**config.mk**
```make
export PLATFORM = sky130hd
export DESIGN_NAME = mc_control
export DESIGN_NICKNAME = d
export VERILOG_FILES = /design/src/rtl/mc_control.sv
export SDC_FILE = /design/constraint.sdc
export NUM_CORES = 1
export LEC_CHECK = 0
export CAP_MARGIN = 20
export CORE_UTILIZATION = 44
export DETAILED_ROUTE_END_ITERATION = 6
export PLACE_DENSITY = 0.85
export SLEW_MARGIN = 20
export SYNTH_ARGS = -nofsm -noshare
export SYNTH_HDL_FRONTEND = slang
export SYNTH_SLANG_ARGS = --single-unit
export TNS_END_PERCENT = 20
```
**constraint.sdc**
```tcl
create_clock -name clk -period 3.7 [get_ports clk]
set_clock_uncertainty 0.1 [all_clocks]
set_input_delay 0.74 -clock clk [delete_from_list [all_inputs] [get_ports clk]]
set_output_delay 0.74 -clock clk [all_outputs]
set_load 0.005 [all_outputs]
```
**src/rtl/mc_control.sv**
```systemverilog
`default_nettype none
// ============================================================================
// mc_control -- multicycle MIPS-style control unit (FETCH/DECODE/EXEC/WB FSM)
// Rev 1.0 -- initial release
// ============================================================================
module mc_control #(
  parameter int OPCODE_W = 6,
  parameter int FUNCT_W  = 6,
  parameter int ALUOP_W  = 4
) (
  input  logic                clk,
  input  logic                rst,
  input  logic [OPCODE_W-1:0] opcode,
  input  logic [FUNCT_W-1:0]  funct,
  input  logic                zf,
  input  logic                mem_ready,
  output logic [ALUOP_W-1:0]  aluop,
  output logic [1:0]          alu_src_a,
  output logic [1:0]          alu_src_b,
  output logic                ext_zero,
  output logic                pc_we,
  output logic                ir_we,
  output logic                reg_we,
  output logic                reg_dst,
  output logic                mem_to_reg,
  output logic                iord,
  output logic [1:0]          pc_src,
  output logic                mem_req,
  output logic                mem_we,
  output logic [3:0]          state,
  output logic                illegal
);

  typedef enum logic [3:0] {
    S_FETCH    = 4'd0,
    S_DECODE   = 4'd1,
    S_MEM_ADDR = 4'd2,
    S_MEM_RD   = 4'd3,
    S_MEM_WB   = 4'd4,
    S_MEM_WR   = 4'd5,
    S_R_EXEC   = 4'd6,
    S_R_WB     = 4'd7,
    S_I_EXEC   = 4'd8,
    S_I_WB     = 4'd9,
    S_BRANCH   = 4'd10,
    S_JUMP     = 4'd11,
    S_HALT     = 4'd15
  } state_e;

  localparam logic [OPCODE_W-1:0] OP_R    = OPCODE_W'(6'h00);
  localparam logic [OPCODE_W-1:0] OP_J    = OPCODE_W'(6'h02);
  localparam logic [OPCODE_W-1:0] OP_BEQ  = OPCODE_W'(6'h04);
  localparam logic [OPCODE_W-1:0] OP_BNE  = OPCODE_W'(6'h05);
  localparam logic [OPCODE_W-1:0] OP_ADDI = OPCODE_W'(6'h08);
  localparam logic [OPCODE_W-1:0] OP_ADDIU= OPCODE_W'(6'h09);
  localparam logic [OPCODE_W-1:0] OP_ANDI = OPCODE_W'(6'h0C);
  localparam logic [OPCODE_W-1:0] OP_ORI  = OPCODE_W'(6'h0D);
  localparam logic [OPCODE_W-1:0] OP_XORI = OPCODE_W'(6'h0E);
  localparam logic [OPCODE_W-1:0] OP_LUI  = OPCODE_W'(6'h0F);
  localparam logic [OPCODE_W-1:0] OP_LW   = OPCODE_W'(6'h23);
  localparam logic [OPCODE_W-1:0] OP_SW   = OPCODE_W'(6'h2B);

  localparam logic [ALUOP_W-1:0] ALU_ADD  = ALUOP_W'(0);
  localparam logic [ALUOP_W-1:0] ALU_SUB  = ALUOP_W'(1);
  localparam logic [ALUOP_W-1:0] ALU_AND  = ALUOP_W'(2);
  localparam logic [ALUOP_W-1:0] ALU_OR   = ALUOP_W'(3);
  localparam logic [ALUOP_W-1:0] ALU_XOR  = ALUOP_W'(4);
  localparam logic [ALUOP_W-1:0] ALU_NOR  = ALUOP_W'(5);
  localparam logic [ALUOP_W-1:0] ALU_SHL  = ALUOP_W'(6);
  localparam logic [ALUOP_W-1:0] ALU_SHRL = ALUOP_W'(7);
  localparam logic [ALUOP_W-1:0] ALU_SHRA = ALUOP_W'(8);
  localparam logic [ALUOP_W-1:0] ALU_LU   = ALUOP_W'(9);

  state_e               state_q, state_d;
  logic [ALUOP_W-1:0]   w_r_aluop;
  logic                 w_r_legal;
  logic                 w_r_shift;

  always_ff @(posedge clk or posedge rst) begin
    if (rst) state_q <= S_FETCH;
    else     state_q <= state_d;
  end

  // funct is stable through R_WB, so the same decode serves both R states
  always_comb begin
    w_r_aluop = ALU_ADD;
    w_r_legal = 1'b1;
    w_r_shift = 1'b0;
    case (funct)
      FUNCT_W'(6'h20), FUNCT_W'(6'h21): w_r_aluop = ALU_ADD;
      FUNCT_W'(6'h22), FUNCT_W'(6'h23): w_r_aluop = ALU_SUB;
      FUNCT_W'(6'h24): w_r_aluop = ALU_AND;
      FUNCT_W'(6'h25): w_r_aluop = ALU_OR;
      FUNCT_W'(6'h26): w_r_aluop = ALU_XOR;
      FUNCT_W'(6'h27): w_r_aluop = ALU_NOR;
      FUNCT_W'(6'h00): begin w_r_aluop = ALU_SHL;  w_r_shift = 1'b1; end
      FUNCT_W'(6'h02): begin w_r_aluop = ALU_SHRL; w_r_shift = 1'b1; end
      FUNCT_W'(6'h03): begin w_r_aluop = ALU_SHRA; w_r_shift = 1'b1; end
      default:         w_r_legal = 1'b0;
    endcase
  end

  always_comb begin
    state_d    = state_q;
    aluop      = ALU_ADD;
    alu_src_a  = 2'd0;
    alu_src_b  = 2'd0;
    ext_zero   = 1'b0;
    pc_we      = 1'b0;
    ir_we      = 1'b0;
    reg_we     = 1'b0;
    reg_dst    = 1'b0;
    mem_to_reg = 1'b0;
    iord       = 1'b0;
    pc_src     = 2'd0;
    mem_req    = 1'b0;
    mem_we     = 1'b0;
    case (state_q)
      S_FETCH: begin
        mem_req   = 1'b1;
        alu_src_b = 2'd1;
        if (mem_ready) begin
          ir_we   = 1'b1;
          pc_we   = 1'b1;
          state_d = S_DECODE;
        end
      end
      S_DECODE: begin
        alu_src_b = 2'd3;
        case (opcode)
          OP_R:                         state_d = S_R_EXEC;
          OP_ADDI, OP_ADDIU, OP_ANDI,
          OP_ORI, OP_XORI, OP_LUI:      state_d = S_I_EXEC;
          OP_LW, OP_SW:                 state_d = S_MEM_ADDR;
          OP_BEQ, OP_BNE:               state_d = S_BRANCH;
          OP_J:                         state_d = S_JUMP;
          default:                      state_d = S_HALT;
        endcase
      end
      S_R_EXEC: begin
        if (w_r_legal) begin
          aluop     = w_r_aluop;
          alu_src_a = w_r_shift ? 2'd2 : 2'd1;
          state_d   = S_R_WB;
        end else begin
          state_d   = S_HALT;
        end
      end
      S_R_WB: begin
        aluop   = w_r_aluop;
        reg_we  = 1'b1;
        reg_dst = 1'b1;
        state_d = S_FETCH;
      end
      S_I_EXEC: begin
        alu_src_a = 2'd1;
        alu_src_b = 2'd2;
        case (opcode)
          OP_ANDI: begin aluop = ALU_AND; ext_zero = 1'b1; end
          OP_ORI:  begin aluop = ALU_OR;  ext_zero = 1'b1; end
          OP_XORI: begin aluop = ALU_XOR; ext_zero = 1'b1; end
          OP_LUI:  aluop = ALU_LU;
          default: aluop = ALU_ADD;
        endcase
        state_d = S_I_WB;
      end
      S_I_WB: begin
        reg_we  = 1'b1;
        state_d = S_FETCH;
      end
      S_MEM_ADDR: begin
        alu_src_a = 2'd1;
        alu_src_b = 2'd2;
        state_d   = (opcode == OP_LW) ? S_MEM_RD : S_MEM_WR;
      end
      S_MEM_RD: begin
        mem_req = 1'b1;
        iord    = 1'b1;
        if (mem_ready) state_d = S_MEM_WB;
      end
      S_MEM_WB: begin
        reg_we     = 1'b1;
        mem_to_reg = 1'b1;
        state_d    = S_FETCH;
      end
      S_MEM_WR: begin
        mem_req = 1'b1;
        mem_we  = 1'b1;
        iord    = 1'b1;
        if (mem_ready) state_d = S_FETCH;
      end
      S_BRANCH: begin
        aluop     = ALU_SUB;
        alu_src_a = 2'd1;
        pc_src    = 2'd1;
        pc_we     = (opcode == OP_BNE) ? ~zf : zf;
        state_d   = S_FETCH;
      end
      S_JUMP: begin
        pc_we   = 1'b1;
        pc_src  = 2'd2;
        state_d = S_FETCH;
      end
      S_HALT:  state_d = S_HALT;
      default: state_d = S_FETCH;
    endcase
    // state is already forced to FETCH by rst; also mask FETCH's own request
    if (rst) begin
      pc_we   = 1'b0;
      ir_we   = 1'b0;
      reg_we  = 1'b0;
      mem_req = 1'b0;
      mem_we  = 1'b0;
    end
  end

  assign state   = state_q;
  assign illegal = (state_q == S_HALT);

endmodule
`default_nettype wire

```
; ---- Word-level counts from Yosys, hierarchy flattened
; Cells that the tools add are included.
; W data, S select, Z words.
[op_classes]
bitwise = 1
reduce_logical = 16
muxes = 35
eq_ne = 36
[op_table]
columns = op, n
row1 = $pmux W4 S8, 2
row2 = $eq A6 B6 Y1 const B, 10
row3 = $eq A6 B4 Y1 const B, 6
row4 = $pmux W4 S4, 2
row5 = $eq A4 B4 Y1 const B, 5
row6 = $mux W4, 5
row7 = $pmux W4 S5, 1
row8 = $eq A6 B2 Y1 const B, 3
row9 = $mux W1, 18
row10 = $eq A4 B3 Y1 const B, 4
row11 = $reduce_or A3 Y1, 5
row12 = $eq A6 B3 Y1 const B, 2
row13 = $logic_not A6 Y1, 2
row14 = $reduce_or A11 Y1, 1
row15 = $reduce_or A2 Y1, 5
row16 = $eq A4 B2 Y1 const B, 2
row17 = $pmux W2 S2, 2
row18 = $ne A2 B2 Y1 const B, 3
row19 = $pmux W2 S3, 1
row20 = $reduce_or A6 Y1, 1
row21 = $eq A4 B1 Y1 const B, 1
row22 = $logic_not A4 Y1, 1
row23 = $mux W2, 2
row24 = $mux W3, 1
row25 = other kinds (3), 3
[totals]
wordCells = 89
output_inout_bits = 24
input_bits = 16
register_bits = 4

; ---- Longest topological paths before layout
; Gate-level depths: netlist of the first run.
[depth]
depth_word = 6
mapped_depth = 6
depth_no_buf = 4

; ---- Least setup slack after synthesis of the first run
; OpenSTA, ideal clock, no wires.
[synth_path]
path_type = input to output
startpoint = input funct[3]
endpoint = output aluop[0]
path_slack_ps = 1218
stages = 3
t_arrival_ps = 1642
required_time_ps = 2860
path_cell_list = or4_1 a211oi_1 or3_1
[synth_via]
elab_chain_len = 5
[synth_rtl]
columns = element, line_no
row1 = "start, declared", 14  ; input logic [FUNCT_W-1:0] funct,
row2 = "$eq A6 B6 Y1, or another cell as far along", 89  ; case (funct)
row3 = $reduce_or A2 Y1 / $reduce_or A11 Y1 (equally long branches), -
row4 = $pmux W4 S8 / $mux W1 (equally long branches), 89
row5 = $mux W4, 141  ; if (w_r_legal) begin
row6 = $pmux W4 S4 *, 118  ; case (state_q)
row7 = "end, declared", 17  ; output logic [ALUOP_W-1:0] aluop,
; Mark *: on every way between the ends. The rest lies on a longest branch, timed or not.

; ---- Worst setup path in the final report of the first run
; Ends and elaborated chain as after synthesis.

==> out/metrics.csv, run 1 <==
metric;value;unit
status;completed;
rsz0062_at_grt;false;
tightest_slew;0.524;ns
ys_top_cells_by_area;dfrtp_1 12%, nor2_1 7.9%, a21oi_1 7.0%, nand2b_1 4.4%, nor3_1 4.1%;
maxCapViolations;0;
gp_congestion;0.839;
worstSetupPathType;input port to output pin;
max_stage_delay;0.61;ns
synth_top_area_frac;0.117;
wl;2740;um
reg2reg_slack;1.85;ns
cts_buffer_depth;2;
vias;1167;
synth_edf_count;0;
synth_async_sr_flop_share;1.00;
grt_antenna_before_repair;0;
hp-start;state[2];
antenna_cells;0;
crit_path_cell_trace;clkdlybuf4s50_1 > or4_1 > a211oi_1 > or3_1 > clkdlybuf4s50_1;
dp_cells;194;
routedWlPerCell;13.9;um
arrival;2.74;ns
cts_sinks;4;
final_util;0.742;
synth-seq-area-share;0.117;
die_area;2120;sq um
grt_max_degree;21;
synth_cell_types;44;
via_per_inst;5.92;
ctsHoldBuffers;0;
hold_path_class;flip-flop to flip-flop;
synth-seq-cells;4;
fin_crit_sh;0.967;
synth_commonest_cells;18 x nor2_1, 12 x a21oi_1, 9 x inv_1, 7 x nand2_1, 7 x nor3_1;
fin_hold_ws;0.662;ns
hold_path_end;state[0];
synthesis.area;855;sq um
period_needed;3.58;ns
rr_worst_depth;4;
die_width;46.1;um
crit_fanout;4;
cts_tree;done;
synthFlopType;dfrtp_1;
synth_warnings;0;
drt_iter0_drc;35;
r2r-start;state[0];
clk_pin_slew;0.03;ns
cts_setup_buffers;0;
drt_first_pass_iters;4;
timing.rr.end;state[0];
crit_slowest_cell;or4_1;
ant_nets;0;
syn_nets;149;
hpwl;2130;um
worst_setup_path_start_kind;input port;
hold_path_depth;2;
timing.final.hold_violations;0;
cts.htree.levels;1;
grt_pass1_wl;4240;um
rows;15;
max_slew_margin;0.651;
slew_violations;0;
path_common_cell;clkdlybuf4s50_1;
synth_top_area_cell;dfrtp_1;
final_nets;190;
cts_root_buf;clkbuf_4;
die_h;46.1;um
p_leak;0.000515;uW
synthCells;133;
groute.usage.overall;0.272;
start_util;0.484;
largest_reg_flops;4;
drive_gt1_frac;0.0988;
port_buffers;39;
end_kind;output pin;
finalSetupTns;0;ns
cts_inserted_buffers;3;
ir_worst_vdd;0.383;mV
finalSetupViolCount;0;
required;2.86;ns
drcViolationCount;0;
grt_overflow;0;
avgSynthCellArea;6.43;sq um
fin_cells;197;
p_per_area;510;nW/um^2
clock_latency;0.23;ns
io_pins;40;
core;1760;sq um
grt_pass1_vias;996;
synth.most_common_cell;nor2_1;
area_growth;53.1;%
cts_resized;0;
fmax;279;MHz
## worst max-delay path, delay by kind of cell
| family | cells | cell delay, ns |
|---|---|---|
| AOI/OAI and AO/OA | 1 | 0.29 |
| buffers and inverters | 2 | 0.94 |
| and+or+nand+nor | 2 | 0.77 |
## worst max path at each step
stage | from | to | slack, ns | cells after the start
after floorplan | funct[3] | aluop[0] | 1.22 | 3
after global placement | funct[3] | aluop[0] | 0.24 | 5
after detailed placement | funct[3] | aluop[0] | 0.15 | 5
after CTS | funct[3] | aluop[0] | 0.14 | 5
after global routing | funct[3] | aluop[0] | 0.05 | 5
final | funct[3] | aluop[0] | 0.12 | 5
## cell usage in the layout (no fill, tap or decap), types with 2 or more instances in the layout
cell type | synthesis | routed
a31oi_1 | 3 | 3
nor2b_1 | 2 | 2
and3_1 | 3 | 3
o211ai_1 | 2 | 2
o32ai_1 | 3 | 3
a21oi_1 | 12 | 12
nand3_1 | 6 | 6
o21ai_0 | 3 | 3
nand2_1 | 7 | 7
nor4_1 | 3 | 3
a211oi_1 | 4 | 4
or3_1 | 3 | 3
clkbuf_4 | 0 | 3
buf_4 | 0 | 9
clkdlybuf4s50_1 | 0 | 39
nor3_1 | 7 | 7
dfrtp_1 | 4 | 4
inv_1 | 9 | 9
nand2b_1 | 6 | 6
nor2_1 | 18 | 18
o21bai_1 | 3 | 3
o22ai_1 | 2 | 2
## metrics by stage
stage | setup slack [ns] | total power [uW] | area (sq um)
floorplan | 1.22 | 385 | 855
global placement | 0.237 | 592 | 1290
detailed placement | 0.154 | 607 | 1290
CTS | 0.141 | 660 | 1310
global route | 0.0469 | 723 | 1310
finish | 0.121 | 668 | 1310
## power breakdown
| part | switching [uW] | leakage, uW | internal (uW) |
|---|---|---|---|
| clock | 16.0 | 0.0000138 | 36.2 |
| sequential | 43.6 | 0.0000501 | 63.9 |
| combinational | 250 | 0.000451 | 259 |
## logic make-up after synthesis
kind of cell / synth area share
compound gates: 0.321
xor+xnor: 0.0103
buf+inv: 0.107
flops: 0.117
mux: 0.0117
simple gates: 0.433
## final cells by class
type	instances	area, sq um
Multi-Input combinational cell	108	663
Timing Repair Buffer	48	458
Fill cell	157	455
Sequential cell	4	100
Inverter	9	33.8
Tap cell	25	31.3
Clock buffer	3	22.5
## layer usage
layer	global-route usage	vias to the layer above	wire length, um	part of all wire
li1	-	576	-	-
met3	0.0314	8	114	0.042
met5	0	-	0	0
met2	0.487	48	1430	0.52
met4	0.124	0	57	0.021
met1	0.319	535	1130	0.41
(Power assumes the default switching activity.)
==> inputs of run 2 (changes only) <==
Settings changed: CAP_MARGIN 20 to 40.
==> results of run 2 <==
The final DEF is identical to that of run 1; final timing and power are the same.
